==> src/rtl/hyperbus_pkg.sv <==
// Shared types and constants for the Wishbone-to-HyperBus bridge.
// One-hot sequencer states, beat indices, byte-select constant and the
// default watchdog limit.
package hyperbus_pkg;

    typedef enum logic [5:0] {
        ST_IDLE  = 6'b000001,
        ST_REQ   = 6'b000010,
        ST_WDATA = 6'b000100,
        ST_RDATA = 6'b001000,
        ST_DONE  = 6'b010000,
        ST_ERR   = 6'b100000
    } state_e;

    localparam logic       BEAT_LO         = 1'b0;
    localparam logic       BEAT_HI         = 1'b1;
    localparam logic [3:0] SEL_FULL        = 4'hF;
    localparam int         DEFAULT_TIMEOUT = 255;

    // States in which a HyperBus transaction is outstanding.
    function automatic logic is_active(state_e s);
        return (s == ST_REQ) || (s == ST_WDATA) || (s == ST_RDATA) || (s == ST_DONE);
    endfunction

endpackage

==> src/rtl/hyperbus_watchdog.sv <==
// Loadable down-counter with expiry flag, used to bound every wait of the
// bridge. Only compiled when HYPERBUS_WB_TIMEOUT_EN is defined.
`ifdef HYPERBUS_WB_TIMEOUT_EN
module hyperbus_watchdog
    import hyperbus_pkg::*;
#(
    parameter int COUNT = DEFAULT_TIMEOUT
) (
    input  logic clk,
    input  logic rst,
    input  logic load_i,
    input  logic dec_i,
    output logic expired_o
);

    localparam int CW = (COUNT < 1) ? 1 : $clog2(COUNT + 1);

    logic [CW-1:0] cnt_d;
    logic [CW-1:0] cnt_q;

    // Next count: reload has priority, otherwise count down and stick at zero.
    always_comb begin
        // NOTE: default assignment first so every path drives cnt_d and no latch is inferred.
        cnt_d = cnt_q;
        if (load_i) begin
            cnt_d = CW'(COUNT);
        end else if (dec_i && (cnt_q != '0)) begin
            cnt_d = cnt_q - 1'b1;
        end
    end

    // Counter register.
    always_ff @(posedge clk or posedge rst) begin
        // NOTE: non-blocking assignments so every register samples pre-edge values.
        if (rst) begin
            cnt_q <= CW'(COUNT);
        end else begin
            cnt_q <= cnt_d;
        end
    end

    assign expired_o = (cnt_q == '0);

endmodule
`endif

==> src/rtl/hyperbus_wb_bridge.sv <==
// Wishbone B3 classic slave that turns each 32-bit access into one
// two-beat HyperBus controller transaction. All outputs are registered.
// Optional watchdog: define HYPERBUS_WB_TIMEOUT_EN.
module hyperbus_wb_bridge
    import hyperbus_pkg::*;
#(
    parameter int WIDTH         = 8,
    parameter int TIMEOUT_COUNT = DEFAULT_TIMEOUT
) (
    input  logic                 clk,
    input  logic                 rst,
    input  logic [31:0]          wb_adr_i,
    input  logic [31:0]          wb_dat_i,
    input  logic [3:0]           wb_sel_i,
    input  logic                 wb_we_i,
    input  logic                 wb_cyc_i,
    input  logic                 wb_stb_i,
    output logic [31:0]          wb_dat_o,
    output logic                 wb_ack_o,
    output logic                 wb_err_o,
    output logic [31:0]          hb_addr,
    output logic [2*WIDTH-1:0]   hb_din,
    input  logic [2*WIDTH-1:0]   hb_dout,
    input  logic                 hb_dready,
    input  logic                 hb_dvalid,
    input  logic                 hb_busy,
    output logic                 hb_wrq,
    output logic                 hb_rrq
);

    localparam int BW = 2 * WIDTH;

    state_e         state_q;
    logic           beat_q;
    logic           we_q;
    logic           abort_q;
    logic [31:0]    wdat_q;
    logic [31:0]    rdat_q;
    logic [31:0]    wb_dat_q;
    logic           wb_ack_q;
    logic           wb_err_q;
    logic [31:0]    hb_addr_q;
    logic [BW-1:0]  hb_din_q;
    logic           hb_wrq_q;
    logic           hb_rrq_q;
    logic           start;
    logic           wd_expired;
    logic           unused_adr;

    // Byte offset within the word is irrelevant: the controller addresses halfwords.
    assign unused_adr = ^wb_adr_i[1:0];

    // A new access is only taken once the previous termination pulse is over.
    assign start = wb_cyc_i & wb_stb_i & ~wb_ack_q & ~wb_err_q;

`ifdef HYPERBUS_WB_TIMEOUT_EN
    state_e wd_seen_q;
    logic   wd_active;
    logic   wd_load;
    logic   wd_raw;

    // Remembers last cycle's state so a state change reloads the watchdog.
    always_ff @(posedge clk or posedge rst) begin
        if (rst) begin
            wd_seen_q <= ST_IDLE;
        end else begin
            wd_seen_q <= state_q;
        end
    end

    assign wd_active = is_active(state_q);
    assign wd_load   = ~wd_active | (state_q != wd_seen_q);

    hyperbus_watchdog #(
        .COUNT     (TIMEOUT_COUNT)
    ) u_watchdog (
        .clk       (clk),
        .rst       (rst),
        .load_i    (wd_load),
        .dec_i     (wd_active),
        .expired_o (wd_raw)
    );

    // Ignore a stale zero left over in the cycle right after a state change.
    assign wd_expired = wd_raw & wd_active & (state_q == wd_seen_q);
`else
    logic unused_timeout;

    assign unused_timeout = (TIMEOUT_COUNT != 0);
    assign wd_expired     = 1'b0;
`endif

    // Transaction sequencer; every output register is written here.
    always_ff @(posedge clk or posedge rst) begin
        if (rst) begin
            state_q   <= ST_IDLE;
            beat_q    <= BEAT_LO;
            we_q      <= 1'b0;
            abort_q   <= 1'b0;
            wdat_q    <= '0;
            rdat_q    <= '0;
            wb_dat_q  <= '0;
            wb_ack_q  <= 1'b0;
            wb_err_q  <= 1'b0;
            hb_addr_q <= '0;
            hb_din_q  <= '0;
            hb_wrq_q  <= 1'b0;
            hb_rrq_q  <= 1'b0;
        end else begin
            wb_ack_q <= 1'b0;
            wb_err_q <= 1'b0;
            // The HyperBus side cannot be aborted; remember that the master left.
            if ((state_q != ST_IDLE) && (state_q != ST_ERR) && !wb_cyc_i) begin
                abort_q <= 1'b1;
            end
            if (wd_expired) begin
                state_q  <= ST_ERR;
                hb_wrq_q <= 1'b0;
                hb_rrq_q <= 1'b0;
            end else begin
                case (state_q)
                    ST_IDLE: begin
                        if (start) begin
                            if (wb_we_i && (wb_sel_i != SEL_FULL)) begin
                                state_q <= ST_ERR;
                            end else begin
                                hb_addr_q <= {1'b0, wb_adr_i[31:2], 1'b0};
                                wdat_q    <= wb_dat_i;
                                hb_din_q  <= wb_dat_i[BW-1:0];
                                we_q      <= wb_we_i;
                                beat_q    <= BEAT_LO;
                                abort_q   <= 1'b0;
                                hb_wrq_q  <= wb_we_i;
                                hb_rrq_q  <= ~wb_we_i;
                                state_q   <= ST_REQ;
                            end
                        end
                    end
                    ST_REQ: begin
                        // Read strobe stays up: the controller samples it until completion.
                        if (hb_busy) begin
                            hb_wrq_q <= 1'b0;
                            state_q  <= we_q ? ST_WDATA : ST_RDATA;
                        end
                    end
                    ST_WDATA: begin
                        if (hb_dready) begin
                            if (beat_q == BEAT_LO) begin
                                beat_q   <= BEAT_HI;
                                hb_din_q <= wdat_q[2*BW-1:BW];
                            end else begin
                                state_q <= ST_DONE;
                            end
                        end
                    end
                    ST_RDATA: begin
                        if (hb_dvalid) begin
                            if (beat_q == BEAT_LO) begin
                                rdat_q[BW-1:0] <= hb_dout;
                                beat_q         <= BEAT_HI;
                            end else begin
                                rdat_q[2*BW-1:BW] <= hb_dout;
                                state_q           <= ST_DONE;
                            end
                        end
                    end
                    ST_DONE: begin
                        if (!hb_busy) begin
                            hb_rrq_q <= 1'b0;
                            state_q  <= ST_IDLE;
                            if (!abort_q && wb_cyc_i) begin
                                wb_ack_q <= 1'b1;
                                if (!we_q) begin
                                    wb_dat_q <= rdat_q;
                                end
                            end
                        end
                    end
                    ST_ERR: begin
                        wb_err_q <= 1'b1;
                        state_q  <= ST_IDLE;
                    end
                    default: begin
                        state_q <= ST_IDLE;
                    end
                endcase
            end
        end
    end

    assign wb_dat_o = wb_dat_q;
    assign wb_ack_o = wb_ack_q;
    assign wb_err_o = wb_err_q;
    assign hb_addr  = hb_addr_q;
    assign hb_din   = hb_din_q;
    assign hb_wrq   = hb_wrq_q;
    assign hb_rrq   = hb_rrq_q;

endmodule

==> config.mk <==
export PLATFORM = sky130hd
export DESIGN_NAME = hyperbus_wb_bridge
export DESIGN_NICKNAME = d
export VERILOG_FILES = /design/src/rtl/hyperbus_pkg.sv /design/src/rtl/hyperbus_watchdog.sv /design/src/rtl/hyperbus_wb_bridge.sv
export SDC_FILE = /design/constraint.sdc
export NUM_CORES = 1
export LEC_CHECK = 0
export ABC_AREA = 0
export BUFFER_PORTS_ARGS = -buffer_cell sky130_fd_sc_hd__buf_2
export CAP_MARGIN = 0
export CORE_UTILIZATION = 44
export CTS_BUF_LIST = sky130_fd_sc_hd__clkbuf_8
export CTS_CLUSTER_DIAMETER = 120
export DETAILED_ROUTE_END_ITERATION = 16
export PLACE_DENSITY = 0.78
export SYNTH_ARGS = -nofsm -noshare
export SYNTH_HDL_FRONTEND = slang
export SYNTH_SLANG_ARGS = --single-unit
==> constraint.sdc <==
create_clock -name clk -period 6.5 [get_ports clk]
set_input_delay 1.95 -clock clk [delete_from_list [all_inputs] [get_ports clk]]
set_output_delay 1.95 -clock clk [all_outputs]
set_load 0.02 [all_outputs]
==> results of run 1 <==
-- metrics by stage --
step	worst slack [ns]	instance area (um^2)	util (%)
2_1_floorplan	0.827	5700	-
3_3_place_gp	2.24	6650	52.7
3_5_place_dp	2.19	6650	52.7
4_1_cts	2.67	7010	55.5
5_1_grt	2.39	7010	55.5
6_report	2.65	7010	55.5
-- how the worst max path moves through the flow --
stage	start	endpoint	slack, ns	depth (start not counted)
after global placement	wb_stb_i	wdat_q[24]$_DFFE_PP0P_	2.24	5
after CTS	wb_stb_i	wdat_q[19]$_DFFE_PP0P_	2.67	5
after floorplan	rst	abort_q$_DFF_PP0_	0.83	1
after detailed placement	wb_stb_i	wdat_q[19]$_DFFE_PP0P_	2.19	5
final	wb_stb_i	wdat_q[19]$_DFFE_PP0P_	2.65	5
after global routing	wb_stb_i	wdat_q[19]$_DFFE_PP0P_	2.39	5
-- flip-flops by register name, indices dropped and copies added (netlist names) --
register / cells
rdat_q: 32
wb_dat_o: 32
abort_q: 1
wdat_q: 16
hb_rrq: 1
wb_ack_o: 1
beat_q: 1
we_q: 1
hb_addr: 30
hb_wrq: 1
wb_err_o: 1
state_q: 6
hb_din: 16
-- kinds of logic (layout without fill, tap and decap cells) --
logic type	count (synthesis)	after routing	synth area share (%)
mux	127	127	26.7
compound gates	33	33	3.47
flops	139	139	61.1
other cells	1	2	0.0659
xor+xnor	1	1	0.154
simple gates	55	55	5.30
buf+inv	24	211	3.16
-- cells in the final DEF (no fill, tap or decap), types with 2 or more instances in the layout --
| master | Yosys | layout |
|---|---|---|
| a22oi_1 | 2 | 2 |
| and4b_1 | 2 | 2 |
| buf_2 | 6 | 171 |
| buf_4 | 7 | 4 |
| bufinv_16 | 0 | 2 |
| clkbuf_8 | 0 | 18 |
| clkinv_2 | 0 | 6 |
| conb_1 | 1 | 2 |
| dfrtp_1 | 138 | 138 |
| inv_1 | 5 | 8 |
| mux2_2 | 80 | 80 |
| mux2_4 | 30 | 30 |
| mux2i_1 | 17 | 17 |
| nand2_1 | 24 | 24 |
| nand3_1 | 2 | 2 |
| nor2_1 | 11 | 11 |
| nor2b_1 | 2 | 2 |
| o21ai_0 | 22 | 22 |
| o22ai_1 | 2 | 2 |
| o41ai_1 | 2 | 2 |
-- worst reg2reg max path: cells and delay by family, from the launching register on --
| family | cells | cell delay (ns) |
|---|---|---|
| mux | 1 | 0.37 |
| compound gates | 1 | 0.89 |
| simple gates | 1 | 0.49 |
| buf+inv | 1 | 0.40 |
| flops | 1 | 0.38 |
-- synthesized netlist by cell type (2+ instances only) --
cell type / count
a22oi_1: 2
and4b_1: 2
buf_12: 3
buf_2: 6
buf_4: 7
clkbuf_1: 2
dfrtp_1: 138
inv_1: 5
mux2_2: 80
mux2_4: 30
mux2i_1: 17
nand2_1: 24
nand3_1: 2
nor2_1: 11
nor2b_1: 2
o21ai_0: 22
o22ai_1: 2
o41ai_1: 2
-- power groups by stage --
stage | logic, uW | registers [uW] | clock network [uW]
final | 761 | 1260 | 641
after floorplan | 325 | 1430 | 0
after global placement | 742 | 1260 | 0
after global routing | 826 | 1290 | 700
after CTS | 772 | 1260 | 662
after detailed placement | 771 | 1280 | 0
-- metal layers --
metal / wire, um / share of wire (%) / GRT usage [%] / vias to the layer above
met3: 1030 / 8.8 / 8.79 / 15
met5: 0 / 0 / 0 / -
li1: - / - / - / 1693
met1: 4990 / 42 / 21.4 / 1799
met2: 5540 / 47 / 30.3 / 145
met4: 175 / 1.5 / 6.75 / 0
-- final cells by class --
class | instances | share of cell area [%]
inverters | 5 | 0.304
well taps | 172 | 3.07
flip-flops and latches | 139 | 49.7
clock buffers | 18 | 3.54
clock inverters | 13 | 1.61
multi-input cells | 218 | 29.2
repair buffers | 175 | 12.6
==> results.cfg, run 1 <==
[grt]
antenna_found_initial = 0
grt_first_pass_wirelength_mm = 18.6
grt_util_all_layers_pct = 18.6
grt_start_max_net_pins = 50
grt_overflow = 0
grt_pass1_vias = 3797

[cells_and_area]
n_fill_cell = 1081
finalNonFillerCells = 740
drive_gt1_share_pct = 56.5
area_delta_synth_final_pct = 23.1
multiInputGateArea_um2 = 2050
regArea_um2 = 3480
antennaDiodeCount = 0
nNetsFinal = 648

[critical_path]
r2r_setup_slack_ns = 3.84
cp.buffers_inverters = 2
crit_slowest_cell = o2111a_2
ff2ff_path_depth = 4
crit_type = input pin to flip-flop
r2r-end = wdat_q[19]$_DFFE_PP0P_
cp-start-kind = input pin
worstPathMaxFanout = 38
cp_cell_sequence = buf_2, nor4bb_1, o2111a_2, buf_4, mux2_2
end_kind = flip-flop
cp.arrival_ns = 4.17
r2r-start = wb_ack_o$_DFF_PP0_
worstPathRequired_ns = 6.82
crit_family = compound AO/OA/AOI/OAI gates
max_stage_delay_ns = 0.89

[timing]
fin_crit_sh_pct = 59.2
skew_ns = 0.00923
rsz0062_at_grt = no
finalSetupTns_ns = 0
period_minus_slack_ns = 3.85
fin_hold_ws_ns = 0.470
max_freq_mhz = 260
slew_headroom_pct = 35.5
hold_viol = 0
drv_slew = 0
setup_viol = 0
worst-slew-pin-transition_ns = 0.966

[worst_hold_path]
whs_path_depth = 1
hold_path_class = flip-flop to flip-flop
min_to = state_q[3]$_DFFE_PP0P_
hold_start = we_q$_DFFE_PP0P_

[synthesis]
synth_area_um2 = 5690
async_reset_ff_share_pct = 100
synth-edff-count = 0
ys.flop_type = dfrtp_1
synth_top_area_cell = dfrtp_1
synth_area_leaders = dfrtp_1, mux2_2, mux2_4, mux2i_1, o21ai_0
synth.yosys.seq_area_share_pct = 61.1
synth_top_area_share_pct = 60.7
ys_types = 41
syn_avg_cell_area_um2 = 15.0
synth-seq-cells = 139
synth_warnings = 0
synth_cells = 380

[die]
start_util_pct = 45.1
die_y_um = 116
die-area_um2 = 13400
rows = 41
die_x_um = 116
core_area_um2 = 12600
boundaryPins = 176

[clock_network]
numCtsBuffers = 17
cts_hold_buf = 0
clk_pin_slew_ns = 0.07
cts_max_path_buffers = 2
postCtsResizedCells = 0
cts_setup_buffers = 0
clkLatencyLatePin_ns = 0.44
cts.sinks = 139
h-tree-depth = 4
cts_tree = done
cts-root-buf = clkbuf_8

[routing]
routed_via_density = 4.94
wirelength_mm = 11.7
num_vias = 3652
drc = 0
routedWlPerCell_um = 15.9
drt_iter0_markers = 159
postRouteAntennaNets = 0
dr.pass1.iters = 4

[place]
gp_congestion = 0.854
numPortBuffers = 171
dp_cells = 709
hpwl_mm = 8.37

[pwr]
ir_drop_uv = 263
sequentialPowerShare_pct = 47.4
switching_share_pct = 33.1
p_int_uw = 1780
pwr-share-comb_pct = 28.6
total_power_uw = 2660
clockPowerShare_pct = 24.1
p_switching_uw = 883
powerDensity_nw_per_um2 = 380
power.leakage_uw = 0.00372

[status]
status = finished clean

[job]
cap_violations = 0
Note: power is estimated with default switching activity, not from simulation.
==> run 2: changes to the inputs <==
- clock period: 6.5 -> 3.9 ns (I/O delays scaled with it)
==> run 2 against run 1 <==
Against the previous run:
- sequential cell count stayed put
- highest routed layer unchanged
- final area is 1.5% higher
- core utilization is 0.85 points higher
- largest power group unchanged
- wire length fell by 2.4%
- die area unchanged
==> results.cfg, run 2 (synthesis results as in run 1) <==
[timing]
rsz0062_at_grt = no
period_minus_slack_ns = 2.54
finalSetupTns_ns = 0
fin_crit_sh_pct = 65.3
hold_viol = 0
worst-slew-pin-transition_ns = 0.978
setup_viol = 0
skew_ns = 0.0106
drv_slew = 0
slew_headroom_pct = 34.6
max_freq_mhz = 393

[cells_and_area]
finalNonFillerCells = 741
nNetsFinal = 649
mostFrequentLayoutCell = buf_2
antennaDiodeCount = 0
area_delta_synth_final_pct = 25.0
design_area_um2 = 7120
final_cell_mix = buf_2, dfrtp_1, mux2_2, mux2_4, nand2_1
drive_gt1_share_pct = 57.1

[die]
boundaryPins = 176
core_area_um2 = 12600
die_y_um = 116
rows = 41
start_util_pct = 45.1
die_x_um = 116
die-area_um2 = 13400

[grt]
grt_first_pass_wirelength_mm = 18.7
grt_overflow = 0
gr-usage-met3_pct = 8.89
grt_start_max_net_pins = 83
grtUsageMet1_pct = 21.2
grt_util_all_layers_pct = 18.7
antenna_found_initial = 0
grt_pass1_vias = 3814
met2_usage_pct = 31.0
grt-busiest-layer = met2

[place]
gp_congestion = 0.848
dp_cells = 710
hpwl_mm = 7.91
numPortBuffers = 171
place_area_um2 = 6680

[clock_network]
numCtsBuffers = 17
clk_pin_slew_ns = 0.07
postCtsResizedCells = 0
cts_max_path_buffers = 2
clkLatencyLatePin_ns = 0.45
cts-root-buf = clkbuf_8
cts_tree = done
cts_hold_buf = 0
h-tree-depth = 4
cts_setup_buffers = 0
cts.sinks = 139

[critical_path]
cp.buffers_inverters = 2
cp_cell_sequence = buf_2, nor4bb_1, o2111a_2, buf_12, mux2_2
crit_type = input pin to flip-flop
crit_slowest_cell = nor4bb_1
cp.arrival_ns = 2.87
worstPathMaxFanout = 51
worstPathRequired_ns = 4.23
cp-start-kind = input pin
end_kind = flip-flop
max_stage_delay_ns = 0.54
crit_family = simple AND/OR/NAND/NOR gates

[routing]
num_vias = 3662
drc = 0
routedWlPerCell_um = 15.5
routed_via_density = 4.94
dr.pass1.iters = 4
wirelength_mm = 11.5
postRouteAntennaNets = 0
drt_iter0_markers = 173

[status]
status = finished clean

[worst_hold_path]
hold_path_class = flip-flop to flip-flop

[pwr]
total_power_uw = 4630
ir_drop_uv = 468
powerDensity_nw_per_um2 = 650
power.leakage_uw = 0.00375

[job]
cap_violations = 0
## run 2: changes by cell type in the layout (fill, tap and decap cells not counted)
cell and delta:
clkinv_4 +3, clkinv_2 -3, inv_1 -3, clkbuf_8 +1, clkinvlp_4 +1, buf_4 -1
bufinv_16 +2, buf_12 +2, inv_4 -1
## run 2: metrics by stage
stage               hold slack (ns)  utilization [%]  setup WS, ns
floorplan                     0.439                -         0.996
global placement              0.451             52.9          1.01
detailed placement            0.469             52.9         0.945
CTS                           0.486             56.4          1.42
global route                  0.509             56.4          1.38
finish                        0.478             56.4          1.36
## run 2: worst min-delay path: stages, from the launching register on
cell and delay, ns:
dfrtp_1 0.34, nand2_1 0.04, o21ai_0 0.05
## run 2: layout make-up
type | count | area, um^2
timing repair buffer | 176 | 918
clock buffer | 19 | 262
clock inverter | 12 | 173
inverter | 5 | 22.5
multi-input combinational | 218 | 2050
sequential | 139 | 3480
tap | 172 | 215
fill | 1042 | 5500
## run 2: routing by layer
layer | up-vias | routed length (um) | share of wire [%]
li1 | 1699 | - | -
met1 | 1800 | 4730 | 41
met2 | 150 | 5470 | 48
met3 | 13 | 1100 | 9.6
met4 | 0 | 163 | 1.4
met5 | - | 0 | 0
## run 2: report_power, final
group	total [uW]	internal [uW]	switching [uW]	leakage, uW
logic	1260	552	712	0.00172
clock network	1270	724	545	0.000223
registers	2090	1860	235	0.00181
total	4630	3130	1490	0.00375
## run 2: final timing paths
kind / from / to / slack, ns / depth (start not counted)
min: hb_din[10]$_DFFE_PP0P_ / hb_din[10]$_DFFE_PP0P_ / 0.48 / 2
max reg2reg: state_q[4]$_DFFE_PP0P_ / wb_dat_o[30]$_DFFE_PP0P_ / 1.74 / 5
max: wb_stb_i / hb_addr[22]$_DFFE_PP0P_ / 1.36 / 5
max in group asynchronous: rst / hb_din[13]$_DFFE_PP0P_ / 2.45 / 3
min in group asynchronous: rst / wb_dat_o[14]$_DFFE_PP0P_ / 0.84 / 3
min reg2reg: hb_din[10]$_DFFE_PP0P_ / hb_din[10]$_DFFE_PP0P_ / 0.48 / 2
==> run 3: changes to the inputs <==
- ABC_AREA: 0 -> 1
- PLACE_DENSITY: 0.78 -> 0.81
- clock period: 3.9 -> 2.1 ns (I/O delays scaled with it)
==> run 3 against run 2 <==
Against the previous run:
- final area grew 1.6%
- clock power grew 49%
- global-route usage grew 1.1 points
- hold slack lost 0.19 ns
- via count grew 32%
- clock skew grew 0.0033 ns
- synthesized cell count grew 77%
- total power grew 90%
- largest cell class unchanged
- largest power group unchanged
==> results.cfg, run 3 <==
[synthesis]
synth_area_um2 = 5850
synth.yosys.seq_area_share_pct = 59.5
synth_area_leaders = dfrtp_1, nand2_1, inv_1, nand3_1, o21ai_1
syn_avg_cell_area_um2 = 8.67
async_reset_ff_share_pct = 100
synth-seq-cells = 139
ys_types = 26
synth_warnings = 0
synth.cells.most_frequent = nand2_1, dfrtp_1, inv_1
ys.flop_type = dfrtp_1
synth-edff-count = 0
synth_top_area_cell = dfrtp_1
synth_cells = 674
synth_top_area_share_pct = 59.1
yosysMostFrequentCell = nand2_1

[routing]
routedWlPerCell_um = 12.3
drc = 0
num_vias = 4824
postRouteAntennaNets = 0
wirelength_mm = 12.6
drt_iter0_markers = 352
routed_via_density = 4.70
dr.pass1.iters = 5

[timing]
fin_crit_sh_pct = 79.9
period_minus_slack_ns = 1.68
finalSetupTns_ns = 0
hold_viol = 0
drv_slew = 0
skew_ns = 0.0139
fin_hold_ws_ns = 0.289
setup_viol = 0
max_freq_mhz = 596
rsz0062_at_grt = no

[clock_network]
cts-root-buf = clkbuf_8
cts_max_path_buffers = 2
clkLatencyLatePin_ns = 0.44
cts.sinks = 139
clk_pin_slew_ns = 0.07
postCtsResizedCells = 0
cts_tree = done
cts_setup_buffers = 0
h-tree-depth = 4
numCtsBuffers = 17
cts_hold_buf = 0

[cells_and_area]
mostFrequentLayoutCell = nand2_1
final_cell_mix = nand2_1, buf_2, dfrtp_1, inv_1, nand3_1
design_area_um2 = 7230
nNetsFinal = 937
drive_gt1_share_pct = 26.6
n_fill_cell = 1148
area_delta_synth_final_pct = 23.7

[grt]
grt_util_all_layers_pct = 19.9
grt_first_pass_wirelength_mm = 20.8
grt_start_max_net_pins = 83
antenna_found_initial = 1
grt_overflow = 0
grt_pass1_vias = 4583

[pwr]
power.leakage_uw = 0.00401
p_int_uw = 5460
pwr-share-comb_pct = 34.9
total_power_uw = 8790
switching_share_pct = 37.9
p_switching_uw = 3330
powerDensity_nw_per_um2 = 1220
ir_drop_uv = 492
sequentialPowerShare_pct = 43.6
clockPowerShare_pct = 21.5

[die]
die_x_um = 117
start_util_pct = 45.8
die-area_um2 = 13700
core_area_um2 = 12800
boundaryPins = 176
rows = 41
die_y_um = 117

[critical_path]
r2r-start = state_q[0]$_DFFE_PP1P_
cp-startpoint = state_q[0]$_DFFE_PP1P_
end_kind = flip-flop
ff2ff_path_depth = 8
worstPathMaxFanout = 31
r2r-end = hb_rrq$_DFFE_PP0P_
cp-start-kind = flip-flop
crit_type = flip-flop to flip-flop
crit_end = hb_rrq$_DFFE_PP0P_
r2r_setup_slack_ns = 0.42
cp.arrival_ns = 2.01
worstPathRequired_ns = 2.43

[place]
numPortBuffers = 171
gp_congestion = 0.866
hpwl_mm = 8.82
place_area_um2 = 6890

[worst_hold_path]
hold_path_class = input pin to asynchronous set/reset pin

[job]
cap_violations = 0

[status]
status = finished clean
## run 3: per-stage QoR
step,instances,setup slack [ns],utilization [%]
after CTS,1026,0.422,56.6
after detailed placement,998,0.314,54.0
final,1027,0.423,56.6
after floorplan,675,-0.264,-
after global placement,998,0.310,54.0
after global routing,1027,0.314,56.6
## run 3: worst min path at each step
stage / startpoint / end / slack, ns / depth (start not counted)
after floorplan: rdat_q[10]$_DFFE_PP0P_ / rdat_q[10]$_DFFE_PP0P_ / 0.45 / 2
final: rst / hb_addr[21]$_DFFE_PP0P_ / 0.29 / 3
after global placement: hb_din[5]$_DFFE_PP0P_ / hb_din[5]$_DFFE_PP0P_ / 0.45 / 2
after global routing: rst / hb_addr[28]$_DFFE_PP0P_ / 0.30 / 3
after CTS: rst / hb_addr[28]$_DFFE_PP0P_ / 0.28 / 3
after detailed placement: hb_addr[19]$_DFFE_PP0P_ / hb_addr[19]$_DFFE_PP0P_ / 0.45 / 2
## run 3: cell type report
type	count	area, um^2	area share, %
Multi-Input combinational cell	418	1870	25.9
Tap cell	172	215	2.98
Sequential cell	139	3480	48.1
Clock buffer	20	275	3.81
Clock inverter	8	60.1	0.831
Inverter	85	323	4.47
Timing Repair Buffer	184	1000	13.9
Antenna cell	1	2.50	0.0346
## run 3: logic make-up after synthesis
group | count (synthesis) | synth area share [%]
and+or+nand+nor | 311 | 22.7
AOI/OAI and AO/OA | 105 | 9.18
buffers and inverters | 118 | 8.54
other | 1 | 0.0642
DFF | 139 | 59.5
## run 3: power groups by stage
stage	Combinational (uW)	Sequential, uW	Clock (uW)
2_1_floorplan	1620	4400	0
4_1_cts	3090	3840	1950
3_3_place_gp	3020	3840	0
5_1_grt	3450	3930	2080
6_report	3070	3840	1890
3_5_place_dp	3100	3870	0
## run 3: routing by layer
| layer | part of all wire, % | global-route usage, % | wire length (um) | vias to the layer above |
|---|---|---|---|---|
| met5 | 0 | 0 | 0 | - |
| met4 | 2.2 | 10.5 | 282 | 0 |
| met3 | 5.4 | 4.74 | 680 | 22 |
| met2 | 48 | 32.2 | 6080 | 140 |
| met1 | 44 | 24.7 | 5570 | 2215 |
| li1 | - | - | - | 2447 |
## run 3: critical path: stages (launching register included)
cell and delay [ns]:
dfstp_2 0.58, inv_2 0.04, nor2_2 0.14, nand2_4 0.12, nor2_4 0.10, buf_4 0.31
nand3_1 0.15, nand2_1 0.09, nor2_1 0.04
